$ cat src/rtl/gerador_de_pulsos_botoes_pkg.sv
// Shared constants and helpers for the push-button pulse generator.
// Repeat defaults apply only when GERADOR_PULSOS_AUTO_REPETICAO_EN is defined.
package pacote_botoes;

  // Normalised level: internal logic always sees 1 = pressed
  localparam logic NIVEL_SOLTO       = 1'b0;
  localparam logic NIVEL_PRESSIONADO = 1'b1;

  localparam int DEBOUNCE_CICLOS_PADRAO   = 1000000;
  localparam int ATRASO_REPETICAO_PADRAO  = 25000000;
  localparam int PERIODO_REPETICAO_PADRAO = 10000000;

  function automatic int largura_contador(input int n);
    return (n < 1) ? 1 : $clog2(n + 1);
  endfunction

  function automatic int maximo(input int a, input int b);
    return (a > b) ? a : b;
  endfunction

endpackage

$ cat src/rtl/gerador_de_pulsos_botoes_debounce_canal.sv
// One button channel: 2-FF synchronizer, counter debouncer, press-edge pulse.
// Optional auto-repeat under macro GERADOR_PULSOS_AUTO_REPETICAO_EN.
module debounce_canal
  import pacote_botoes::*;
#(
  parameter int ATIVO_BAIXO       = 1,
  parameter int DEBOUNCE_CICLOS   = DEBOUNCE_CICLOS_PADRAO,
  parameter int ATRASO_REPETICAO  = ATRASO_REPETICAO_PADRAO,
  parameter int PERIODO_REPETICAO = PERIODO_REPETICAO_PADRAO
) (
  input  logic clk,
  input  logic reset_n,
  input  logic botao,
  output logic pulso,
  output logic estavel
);

  localparam logic PINO_SOLTO = (ATIVO_BAIXO != 0) ? 1'b1 : 1'b0;
  localparam int   LARG       = largura_contador(DEBOUNCE_CICLOS);
  localparam logic [LARG-1:0] LIMITE = LARG'(DEBOUNCE_CICLOS - 1);

  if (ATRASO_REPETICAO < 1 || PERIODO_REPETICAO < 1) begin : g_erro_repeticao
    $error("debounce_canal: repeat parameters must be >= 1");
  end

  logic [1:0]      sinc;
  logic            s;
  logic [LARG-1:0] cnt;
  logic            aceita;
  logic            pulso_press;

  always_ff @(posedge clk or negedge reset_n) begin
    if (!reset_n) sinc <= {2{PINO_SOLTO}};
    else          sinc <= {sinc[0], botao};
  end

  assign s      = (sinc[1] == PINO_SOLTO) ? NIVEL_SOLTO : NIVEL_PRESSIONADO;
  assign aceita = (s != estavel) && (cnt == LIMITE);

  always_ff @(posedge clk or negedge reset_n) begin
    if (!reset_n) begin
      cnt         <= '0;
      estavel     <= NIVEL_SOLTO;
      pulso_press <= 1'b0;
    end else begin
      pulso_press <= aceita && (s == NIVEL_PRESSIONADO);
      if (s == estavel) begin
        cnt <= '0;
      end else if (aceita) begin
        estavel <= s;
        cnt     <= '0;
      end else begin
        cnt <= cnt + 1'b1;
      end
    end
  end

`ifdef GERADOR_PULSOS_AUTO_REPETICAO_EN
  localparam int LARG_REP = largura_contador(maximo(ATRASO_REPETICAO, PERIODO_REPETICAO));

  logic [LARG_REP-1:0] rep_cnt;
  logic [LARG_REP-1:0] limite_rep;
  logic                primeira;
  logic                pulso_rep;

  assign limite_rep = primeira ? LARG_REP'(ATRASO_REPETICAO - 1)
                               : LARG_REP'(PERIODO_REPETICAO - 1);

  // A debounce acceptance while pressed is the release: suppress any repeat on that edge
  always_ff @(posedge clk or negedge reset_n) begin
    if (!reset_n) begin
      rep_cnt   <= '0;
      primeira  <= 1'b1;
      pulso_rep <= 1'b0;
    end else begin
      pulso_rep <= 1'b0;
      if (estavel == NIVEL_SOLTO || aceita) begin
        rep_cnt  <= '0;
        primeira <= 1'b1;
      end else if (rep_cnt == limite_rep) begin
        rep_cnt   <= '0;
        primeira  <= 1'b0;
        pulso_rep <= 1'b1;
      end else begin
        rep_cnt <= rep_cnt + 1'b1;
      end
    end
  end

  assign pulso = pulso_press | pulso_rep;
`else
  assign pulso = pulso_press;
`endif

endmodule

$ cat src/rtl/gerador_de_pulsos_botoes.sv
// Conditions raw KEY pins into one-cycle press pulses, one independent channel per button.
// Define GERADOR_PULSOS_AUTO_REPETICAO_EN to enable hold-to-repeat pulses.
module gerador_de_pulsos_botoes
  import pacote_botoes::*;
#(
  parameter int NUM_BOTOES        = 2,
  parameter int ATIVO_BAIXO       = 1,
  parameter int DEBOUNCE_CICLOS   = DEBOUNCE_CICLOS_PADRAO,
  parameter int ATRASO_REPETICAO  = ATRASO_REPETICAO_PADRAO,
  parameter int PERIODO_REPETICAO = PERIODO_REPETICAO_PADRAO
) (
  input  logic                  clk,
  input  logic                  reset_n,
  input  logic [NUM_BOTOES-1:0] botoes,
  output logic [NUM_BOTOES-1:0] pulso,
  output logic [NUM_BOTOES-1:0] estavel
);

  if (NUM_BOTOES < 1 || DEBOUNCE_CICLOS < 1) begin : g_erro_parametros
    $error("gerador_de_pulsos_botoes: NUM_BOTOES and DEBOUNCE_CICLOS must be >= 1");
  end

  for (genvar i = 0; i < NUM_BOTOES; i++) begin : g_canal
    debounce_canal #(
      .ATIVO_BAIXO      (ATIVO_BAIXO),
      .DEBOUNCE_CICLOS  (DEBOUNCE_CICLOS),
      .ATRASO_REPETICAO (ATRASO_REPETICAO),
      .PERIODO_REPETICAO(PERIODO_REPETICAO)
    ) u_canal (
      .clk    (clk),
      .reset_n(reset_n),
      .botao  (botoes[i]),
      .pulso  (pulso[i]),
      .estavel(estavel[i])
    );
  end

endmodule
$ cat config.mk
export PLATFORM = sky130hd
export DESIGN_NAME = gerador_de_pulsos_botoes
export DESIGN_NICKNAME = d
export VERILOG_FILES = /design/src/rtl/gerador_de_pulsos_botoes_pkg.sv /design/src/rtl/gerador_de_pulsos_botoes_debounce_canal.sv /design/src/rtl/gerador_de_pulsos_botoes.sv
export SDC_FILE = /design/constraint.sdc
export NUM_CORES = 1
export LEC_CHECK = 0
export CAP_MARGIN = 20
export CORE_ASPECT_RATIO = 1.75
export CORE_MARGIN = 2
export CORE_UTILIZATION = 65
export DETAILED_ROUTE_END_ITERATION = 10
export PLACE_DENSITY = 0.84
export SLEW_MARGIN = 40
export SYNTH_ARGS = -nofsm -noshare
export SYNTH_HDL_FRONTEND = slang
export SYNTH_SLANG_ARGS = --single-unit
export TNS_END_PERCENT = 1
$ cat constraint.sdc
create_clock -name clk -period 4.4 [get_ports clk]
set_input_delay 1.1 -clock clk [delete_from_list [all_inputs] [get_ports clk]]
set_output_delay 1.1 -clock clk [all_outputs]
set_load 0.03 [all_outputs]
### Word level (Yosys, flattened, before mapping)

Cells that the tools add are included.
Widths: inputs -> output; s select.

| word-level totals | value |
|---|---|
| flip-flop bits (word level) | 48 |
| bits of input ports | 4 |

| operators by class | value |
|---|---|
| add/subtract/negate cells | 2 |
| eq/ne operators | 6 |
| bitwise gates (word level) | 2 |
| muxes and demuxes | 6 |
| reduce and logical (&&, ||, !) cells | 6 |

Operators with widths:

| kind | number |
|---|---|
| $mux 20 | 4 |
| $add 20x1->20 const B | 2 |
| $eq 20x20->1 const B | 2 |
| $logic_and 1x1->1 | 4 |
| $reduce_and 2->1 | 2 |
| $eq 1x1->1 | 2 |
| $mux 1 | 2 |
| $ne 1x1->1 | 2 |
| $not 1->1 | 2 |

### Logic depth before layout (Yosys ltp)

| logic depth | value |
|---|---|
| depth after elaboration | 5 |
| depth in mapped cells | 6 |
| depth with buffers taken out | 5 |

### Hierarchy

Synthesis repeated with hierarchy kept, for this count alone.

| unflattened totals | value |
|---|---|
| cells, all modules | 225 |
| area total of the unflattened synthesis | 2316.0 µm² |

Modules (own cells, without submodules):

| module | area each (µm²) | seq. area each (µm²) | times used | cells an instance |
|---|---|---|---|---|
| debounce_canal at g_canal[0].u_canal | 1161.1 | 603.1 | 1 | 113 |
| debounce_canal at g_canal[1].u_canal | 1154.9 | 603.1 | 1 | 112 |

### Worst setup path after synthesis

OpenSTA, ideal clock, no wires.

| timing path | value |
|---|---|
| kind | flip-flop to flip-flop |
| start | register g_canal[0].u_canal.cnt[15] |
| end | register g_canal[0].u_canal.cnt[19] |
| library setup time | 130 ps |
| slack | 2455 ps |
| data arrival time | 1816 ps |
| required time | 4270 ps |
| period minus slack after synthesis | 1945 ps |
| cell stages (with the launch flop) | 6 |
| cell sequence | dfrtp_1 or4b_1 or4_4 o21ai_2 buf_6 a21oi_1 |

| on the way | value |
|---|---|
| cells in the longest elaborated chain, start to end | 4 |
| elaborated cells between the ends (all ways) | 5 |
| those cells by class | 1 x add/sub; 1 x eq/ne; 2 x mux; 1 x reduce/logical |

RTL lines:

| item | RTL line | source |
|---|---|---|
| start, declared | gerador_de_pulsos_botoes_debounce_canal.sv:28 | `logic [LARG-1:0] cnt;` |
| start signal, assigned | gerador_de_pulsos_botoes_debounce_canal.sv:53 | `cnt <= cnt + 1'b1;` |
| parallel branches: the longest is 2 deep, another holds $add 20x1->20 | -- |  |
| $mux 20 (*) | gerador_de_pulsos_botoes_debounce_canal.sv:49 | `end else if (aceita) begin` |
| $mux 20 (*) | gerador_de_pulsos_botoes_debounce_canal.sv:47 | `if (s == estavel) begin` |

Every way passes the cells marked *.
A chain may end at the register's enable or synchronous reset.

### Worst setup path after layout

| timing path | value |
|---|---|
| start | register g_canal[0].u_canal.estavel |
| end | output estavel[0] |

RTL lines:

| item | RTL line | source |
|---|---|---|
| start, declared | gerador_de_pulsos_botoes_debounce_canal.sv:15 | `output logic estavel` |
| start signal, assigned | gerador_de_pulsos_botoes_debounce_canal.sv:50 | `estavel <= s;` |
| end, declared | gerador_de_pulsos_botoes.sv:16 | `output logic [NUM_BOTOES-1:0] estavel` |

No word-level cell between the ends.

==> metrics <==
outcome complete, no violations; startpoint type of the worst setup path register; Synth top area share 47.4%; total die area 0.00408 mm2; drt wl/cell 14.8 um; dpl cells 274; CTS H-tree depth 2; final setup vio count 0; crit path from g_canal[0].u_canal.estavel; initial drt markers 29; CTS Hold Bufs 0; Fillers 253; WP data required 3300 ps; #FFs+latches synth 48; Port-buffer cells 7; initial antenna violation count 0; Inserted Diodes 0; Vias 1661; max-cap viol count 0; core area 0.00340 mm2; Layout Skew 6.00 ps; clock-pin slew on the worst setup and hold paths 80 ps; Power Density 294 mW/mm2; Initial Util 68.3%; largest net degree at the start of global routing 49; CP bufs+invs 1; layout cells sized above 1 8.47%; Post-Synth XOR/XNOR Area 9.81%; Leak Pwr 0.000967 uW; clk sinks 48; Placer Congestion 0.786; Initial DRT Pass Iterations 5; Total GRT Usage 23.2%; worst r2r src g_canal[0].u_canal.cnt[15]; CP delay by family, top buffers and inverters; count leader, synth dfrtp_1; worst vdd ir 0.000282 V; top_reg_cell synth dfrtp_1; CP max stage delay 690 ps; Critical Path End Type output pin; Mapped Nets 236; RSZ-0062 raised after global routing no; post-DP HPWL 2920 um; mux share of post-synthesis cell area 0%; Max Freq 401 MHz; adder and majority gate portion of the synthesized area 1.08%; Unique masters post-synth 36; cts bufs inserted 5; clk_lat worst skew 300 ps; Setup CP Type reg2out; main combinational cell family by area after synthesis simple AND/OR/NAND/NOR gates; first-pass GRT wire length 7450 um; # Post-CTS Setup Buffers 0; CP Max Fanout 4; CP arrival 1390 ps; CTS tree built; grt ovf 0; hold_sp g_canal[0].u_canal.sinc[0]; Synth Area in Compound Gates 7.49%; Final Slew Violations 0; period utilization 56.7%; largest cells by area after synthesis dfrtp_1 (47%), xnor2_1 (6.8%), nor2_1 (4.7%), dfstp_2 (4.5%), xor2_1 (3.0%); CTS resizes 0; Layout area overhead 6.20%; chip width 49.2 um; vias in the first global route 1678; Clock Path Buffers 2; Syn Area/Cell 10.1 um2; Final Instance Count excl. Fillers 281; Post-synth EDFFs 0; total wire length 4160 um; TNS Setup 0 ps; # IOs 8; CTS root buf clkbuf_8; Max-slew headroom 45.2%; Slowest cell on crit path clkdlybuf4s50_1; Fin. Hold Viols 0; measured slew at the worst slew-check pin 822 ps; Placement Setup Slack 1930 ps; Synth Area in Simple Gates 25.4%; Synth area leader dfrtp_1; DR vias/cell 5.91; Post-synth top cells dfrtp_1 (44), nor2_1 (29), xnor2_1 (18); post-route ant nets 0; Final WS setup 1910 ps; Gate Count Post-Synth 230; Final min period 2490 ps; Seq/Total Area, Yosys 52.0%; DRC viols 0; Nets 242; crit path cell chain clkdlybuf4s50_1; FP Rows 28; asr flop ratio synth 100%; Die Y 83.1 um; Worst Hold Class reg2reg; Yosys warnings 0; Post-Synthesis Cell Area 0.00232 mm2
==> layer usage <==
layer / track usage [%] / wire length (um) / up-vias
li1: - / - / 820
met1: 27.3 / 1700 / 819
met2: 41.5 / 2310 / 13
met3: 3.96 / 78 / 9
met4: 8.05 / 73 / 0
met5: 0 / 0 / -
==> cells in the final DEF, fill, tap and decap left out, types with 6 or more instances in the layout <==
| cell | Yosys | routed |
|---|---|---|
| a21oi_1 | 12 | 12 |
| and3_1 | 6 | 6 |
| clkdlybuf4s50_1 | 0 | 6 |
| dfrtp_1 | 44 | 44 |
| inv_1 | 9 | 9 |
| nand2_1 | 12 | 12 |
| nand3_1 | 11 | 11 |
| nand4_1 | 10 | 10 |
| nor2_1 | 29 | 29 |
| nor3_1 | 6 | 6 |
| nor4_1 | 7 | 7 |
| o21ai_0 | 9 | 9 |
| or3_1 | 8 | 8 |
| xnor2_1 | 18 | 18 |
| xor2_1 | 8 | 8 |
==> path summary, 6_finish.rpt <==
kind	endpoint	slack, ps	depth (start not counted)
min in group asynchronous	g_canal[0].u_canal.pulso	800	1
max in group asynchronous	g_canal[0].u_canal.cnt[17]	3200	1
hold / removal	g_canal[0].u_canal.sinc[1]	360	0
setup reg to reg	g_canal[0].u_canal.cnt[6]	1930	4
hold reg to reg	g_canal[0].u_canal.sinc[1]	360	0
setup / recovery	estavel[0]	1910	1
==> logic make-up after synthesis <==
logic type,after synthesis
flip-flops,48
adder cells (fa/ha/maj),2
AO/OA/AOI/OAI,30
buffers and inverters,18
XOR/XNOR,26
AND/OR/NAND/NOR,106
==> layout make-up <==
type                    instances  area [um2]  area share, %
inverters                       9        33.8           1.37
flip-flops and latches         48        1210           48.9
multi-input cells             164        1020           41.2
clock buffers                   6        72.6           2.94
well taps                      45        56.3           2.28
repair buffers                  8        75.1           3.05
clock inverters                 1        5.00          0.203
==> power by group <==
group          switching (uW)  leakage, uW  total [uW]  internal [uW]
Combinational            18.0     0.000274        25.9           7.93
Sequential               5.89     0.000652         454            449
Clock                     136    0.0000410         244            108
==> through the flow <==
stage	hold slack [ps]	power [uW]	cell area, um2	utilization, %
after floorplan	345	476	2320	-
after global placement	346	489	2380	70.2
after detailed placement	347	490	2390	70.3
after CTS	359	733	2460	72.5
after global routing	362	753	2460	72.5
final	359	724	2460	72.5
==> registers in the layout (all words and copies together) (netlist names) <==
name                     count
g_canal.u_canal.sinc         4
g_canal.u_canal.estavel      2
g_canal.u_canal.pulso        2
g_canal.u_canal.cnt         40
(Power assumes the default switching activity.)
